<file path="config.mk">
export PLATFORM = sky130hd
export DESIGN_NAME = cache_axi_master
export DESIGN_NICKNAME = d
export VERILOG_FILES = /design/src/rtl/cache_axi_master.sv
export SDC_FILE = /design/constraint.sdc
export NUM_CORES = 1
export LEC_CHECK = 0
export CORE_AREA = 10 10 311 313
export DETAILED_ROUTE_END_ITERATION = 8
export DIE_AREA = 0 0 321 323
export GPL_TIMING_DRIVEN = 0
export PLACE_DENSITY_LB_ADDON = 0.3
export REMOVE_ABC_BUFFERS = 1
export SLEW_MARGIN = 30
export SYNTH_ARGS = -nofsm -noshare
export SYNTH_HDL_FRONTEND = slang
export SYNTH_SLANG_ARGS = --single-unit
</file>
<file path="constraint.sdc">
create_clock -name clk -period 4.04 [get_ports clk]
set_input_delay 0.606 -clock clk [delete_from_list [all_inputs] [get_ports clk]]
set_output_delay 0.606 -clock clk [all_outputs]
set_load 0.02 [all_outputs]
</file>
<file path="src/rtl/cache_axi_master.sv">
// AXI4 burst master for D-cache line refills (INCR read) and dirty-line writebacks (INCR write).
// One transaction in flight; a writeback wins over a refill requested in the same cycle.
module cache_axi_master #(
  parameter int unsigned LINE_BEATS = 4,
  parameter int unsigned ADDR_W     = 32
) (
  input  logic                     clk,
  input  logic                     rst,
  input  logic                     rf_req,
  input  logic [ADDR_W-1:0]        rf_addr,
  output logic [64*LINE_BEATS-1:0] rf_line,
  output logic                     rf_done,
  input  logic                     wb_req,
  input  logic [ADDR_W-1:0]        wb_addr,
  input  logic [64*LINE_BEATS-1:0] wb_line,
  output logic                     wb_done,
  output logic                     bus_err,
  output logic                     busy,
  output logic [ADDR_W-1:0]        araddr,
  output logic                     arvalid,
  output logic [1:0]               arburst,
  output logic [7:0]               arlen,
  output logic [2:0]               arsize,
  input  logic                     arready,
  input  logic [63:0]              rdata,
  input  logic [1:0]               rresp,
  input  logic                     rvalid,
  input  logic                     rlast,
  output logic                     rready,
  output logic [ADDR_W-1:0]        awaddr,
  output logic                     awvalid,
  output logic [1:0]               awburst,
  output logic [7:0]               awlen,
  output logic [2:0]               awsize,
  input  logic                     awready,
  output logic [63:0]              wdata,
  output logic [7:0]               wstrb,
  output logic                     wlast,
  output logic                     wvalid,
  input  logic                     wready,
  input  logic [1:0]               bresp,
  input  logic                     bvalid,
  output logic                     bready
);

  localparam int unsigned OffW = $clog2(8 * LINE_BEATS);
  localparam int unsigned CntW = $clog2(LINE_BEATS) + 1;
  localparam int unsigned IdxW = CntW - 1;

  typedef enum logic [2:0] {StIdle, StAr, StR, StAw, StW, StB, StDone} state_e;

  state_e              state_q, state_d;
  logic [CntW-1:0]     cnt_q, cnt_d, cnt_inc;
  logic [ADDR_W-1:0]   addr_q, addr_d;
  logic                err_q, err_d;
  logic                is_wr_q, is_wr_d;
  logic [63:0]         wbeat_q [LINE_BEATS];
  logic [63:0]         wbeat_d [LINE_BEATS];
  logic [63:0]         rbeat_q [LINE_BEATS];
  logic [63:0]         rbeat_d [LINE_BEATS];

  assign arburst = 2'b01;
  assign awburst = 2'b01;
  assign arsize  = 3'd3;
  assign awsize  = 3'd3;
  assign arlen   = 8'(LINE_BEATS - 1);
  assign awlen   = 8'(LINE_BEATS - 1);
  assign wstrb   = 8'hFF;
  assign araddr  = addr_q;
  assign awaddr  = addr_q;
  assign busy    = (state_q != StIdle);
  assign wdata   = wbeat_q[cnt_q[IdxW-1:0]];

  // Saturate so a runaway read burst can never alias back onto slot 0.
  assign cnt_inc = (cnt_q == {CntW{1'b1}}) ? cnt_q : cnt_q + 1'b1;

  always_comb begin
    for (int i = 0; i < LINE_BEATS; i++) rf_line[64*i +: 64] = rbeat_q[i];
  end

  always_comb begin
    state_d = state_q;
    cnt_d   = cnt_q;
    addr_d  = addr_q;
    err_d   = err_q;
    is_wr_d = is_wr_q;
    wbeat_d = wbeat_q;
    rbeat_d = rbeat_q;
    arvalid = 1'b0;
    rready  = 1'b0;
    awvalid = 1'b0;
    wvalid  = 1'b0;
    wlast   = 1'b0;
    bready  = 1'b0;
    rf_done = 1'b0;
    wb_done = 1'b0;
    bus_err = 1'b0;
    unique case (state_q)
      StIdle: begin
        if (wb_req) begin
          addr_d  = {wb_addr[ADDR_W-1:OffW], {OffW{1'b0}}};
          for (int i = 0; i < LINE_BEATS; i++) wbeat_d[i] = wb_line[64*i +: 64];
          is_wr_d = 1'b1;
          state_d = StAw;
        end else if (rf_req) begin
          addr_d  = {rf_addr[ADDR_W-1:OffW], {OffW{1'b0}}};
          is_wr_d = 1'b0;
          state_d = StAr;
        end
      end
      StAr: begin
        arvalid = 1'b1;
        if (arready) begin
          cnt_d   = '0;
          state_d = StR;
        end
      end
      StR: begin
        rready = 1'b1;
        if (rvalid) begin
          if (cnt_q < CntW'(LINE_BEATS)) rbeat_d[cnt_q[IdxW-1:0]] = rdata;
          else err_d = 1'b1;
          if (rresp != 2'b00) err_d = 1'b1;
          if (rlast && (cnt_q != CntW'(LINE_BEATS - 1))) err_d = 1'b1;
          cnt_d = cnt_inc;
          if (rlast) state_d = StDone;
        end
      end
      StAw: begin
        awvalid = 1'b1;
        if (awready) begin
          cnt_d   = '0;
          state_d = StW;
        end
      end
      StW: begin
        wvalid = 1'b1;
        wlast  = (cnt_q == CntW'(LINE_BEATS - 1));
        if (wready) begin
          cnt_d = cnt_inc;
          if (wlast) state_d = StB;
        end
      end
      StB: begin
        bready = 1'b1;
        if (bvalid) begin
          if (bresp != 2'b00) err_d = 1'b1;
          state_d = StDone;
        end
      end
      StDone: begin
        rf_done = ~is_wr_q;
        wb_done = is_wr_q;
        bus_err = err_q;
        err_d   = 1'b0;
        state_d = StIdle;
      end
      default: state_d = StIdle;
    endcase
  end

  always_ff @(posedge clk or negedge rst) begin
    if (!rst) begin
      state_q <= StIdle;
      cnt_q   <= '0;
      addr_q  <= '0;
      err_q   <= 1'b0;
      is_wr_q <= 1'b0;
      for (int i = 0; i < LINE_BEATS; i++) begin
        wbeat_q[i] <= '0;
        rbeat_q[i] <= '0;
      end
    end else begin
      state_q <= state_d;
      cnt_q   <= cnt_d;
      addr_q  <= addr_d;
      err_q   <= err_d;
      is_wr_q <= is_wr_d;
      wbeat_q <= wbeat_d;
      rbeat_q <= rbeat_d;
    end
  end

endmodule
</file>
==> metrics.cfg <==
[power_and_ir_drop]
vdd_drop_max_mv = 0.4168
total_leakage_power_nw = 14.41
total_power_mw = 28.73
power_density_nw_per_um2 = 835.9

[drt]
drtPass1Iterations = 4
drc = 0
num_vias = 14920
viasPerCell = 4.331
antenna_left = 0
wl_per_cell_um = 22.56
drt_iter0_markers = 633
wl_um = 77730

[synthesis]
synth_top_area_share_pct = 59.49
ys_seq_area_share_pct = 59.49
yosysMostFrequentCell = dfrtp_1
synthesis.area_sq_um = 23010
async_reset_ff_share_pct = 100.0
ys_warn_count = 0
synth_edf_count = 0
ys_ff_latch = 547
synth_top_area_cell = dfrtp_1
ys.flop_type = dfrtp_1
ys_types = 33
netlist_top_cells_count = dfrtp_1, mux2_2, buf_4, mux4_2, nor2_1
syn_inst = 1441
synthTopCellsByArea = dfrtp_1, mux2_2, mux4_2
postSynthAreaPerCell_sq_um = 15.97

[clock_tree]
ctsRootBufferMaster = clkbuf_16
path_clk_slew_ns = 0.06
cts.repair.resized = 0
clock_latency_ns = 0.65
cts_tree = built
numCtsBuffers = 61
h-tree-depth = 2
ctsLongestPathBuffers = 3
cts_num_sinks = 547

[sta]
setup_viol = 0
final_max_slew_viol_count = 0
hold_violations = 0
rsz0062_at_grt = no
fmaxAchievable_mhz = 263.9
finalClockSkew_ns = 0.02846
worst_pin_slew_ns = 0.6292
tns_ns = 0
setup_slack_ns = 0.2500
max_slew_margin_pct = 58.05
fin_crit_ns = 3.790
layout_worst_path_cycle_share_pct = 93.81

[worst_setup_path]
endpoint = wdata[53]
cp_max_fo = 26
cpPeakStageDelay_ns = 0.73
cp.required_ns = 3.43
crit_start = cnt_q[0]
r2r_end = wbeat_q[239]
path_class = flop to output pin
reg2reg_from = state_q[1]
endpoint_kind = output pin
critPathLaunchType = flop
cp_common_cell = buf_16
crit_family = buffers and inverters
crit_cells = 4
rrSetupSlack_ns = 0.54
path_cells = buf_16 > buf_16 > mux4_2 > clkdlybuf4s50_1
critPathBufInv = 3
crit_slowest_cell = dfrtp_4
worst_ep_arrival_time_ns = 3.18
r2r_cells = 12

[global_routing]
grt_use_total_pct = 14.55
grt-ovfl-total = 0
grt_max_degree = 87
antenna_found_initial = 12
grt_pass1_vias = 17090
grt_first_pass_wirelength_um = 114700

[floorplan]
die_width_um = 321
core_sq_um = 90830
die_h_um = 323
placementRows = 111
io_pins = 826
die_area_sq_um = 103700
start_util_pct = 25.33

[final_layout]
fillers = 8634
syn2layout_area_growth_pct = 49.36
seq_area_sq_um = 13700
fin_area_sq_um = 34370
multi_input_area_sq_um = 8392
layout-drive-gt1-share_pct = 32.25
final_nets = 2608

[placed_design]
hpwl_um = 60090
io_buffers = 771
place_area_sq_um = 32210
preCtsSetupSlack_ns = 0.3580
place_congestion = 0.8106

[outcome]
status = completed

[run]
maxCapViolations = 0

[min_path]
min_path_type = input port to async pin

## cells in the final DEF, fill, tap and decap left out, types with 10 or more instances in the layout
master           count
clkbuf_16           62
conb_1              44
dfrtp_1            545
mux2i_1             29
nor2_1              39
clkdlybuf4s50_1    769
buf_16              25
a21oi_1             32
mux4_2              64
inv_1               10
mux2_2             515
clkbuf_8            25
clkbuf_1            14
## power by group
group	total, mW	internal (mW)	leakage [nW]	switching (mW)
sequential	9.62	8.11	6.71	1.51
clock	5.83	3.52	1.06	2.31
combinational	13.3	7.18	6.64	6.10
## cell families after synthesis
logic type | synth area share [%]
adders and majority gates | 0.3263
DFF | 59.49
and+or+nand+nor | 1.343
muxes | 32.73
AOI/OAI and AO/OA | 1.191
other | 0.03264
buffers and inverters | 4.889
## repair_timing
action	4_1_cts	5_1_grt
setup buffers	0	0
setup endpoints to repair	0	0
hold buffers	1	0
endpoints found under the hold margin	28	0
## per-layer routing
layer | up-vias | share of wire [%] | track usage, % | routed length [um]
li1 | 6595 | - | - | -
met5 | - | 0.13 | 0 | 98
met1 | 7634 | 38 | 16.16 | 29170
met3 | 108 | 11 | 6.729 | 8455
met4 | 14 | 2.6 | 4.291 | 2031
met2 | 571 | 49 | 24.72 | 37980
## stage by stage
step                instances  hold slack, ns  utilization [%]
detailed placement       3326          0.4865            35.46
CTS                      3440          0.3613            37.82
global placement         3288          0.4835            34.44
global route             3442          0.4110            37.83
floorplan                1331          0.3104                -
finish                   3445          0.4323            37.84
## worst min path at each step
stage                     slack [ns]   startpoint      endpoint
after global routing            0.41          rst  wbeat_q[247]
final                           0.43          rst  wbeat_q[247]
after detailed placement        0.49          rst  wbeat_q[247]
after CTS                       0.36          rst  wbeat_q[191]
after floorplan                 0.31          rst    araddr[10]
after global placement          0.48  wbeat_q[98]   wbeat_q[98]
## final cells by class
cell class	count	area share (%)
clock buffer	101	5.668
inverter	10	0.1092
multi-input combinational	774	24.42
antenna	5	0.03641
sequential	547	39.85
tap	1186	4.318
timing repair buffer	810	25.06
clock inverter	12	0.5424
## state kept, by name (all words and copies together) (netlist names)
signal	cells
err_q	1
state_q	3
is_wr_q	1
rf_line	256
araddr	27
cnt_q	3
wbeat_q	256
Power figures use the tool's default switching activity.
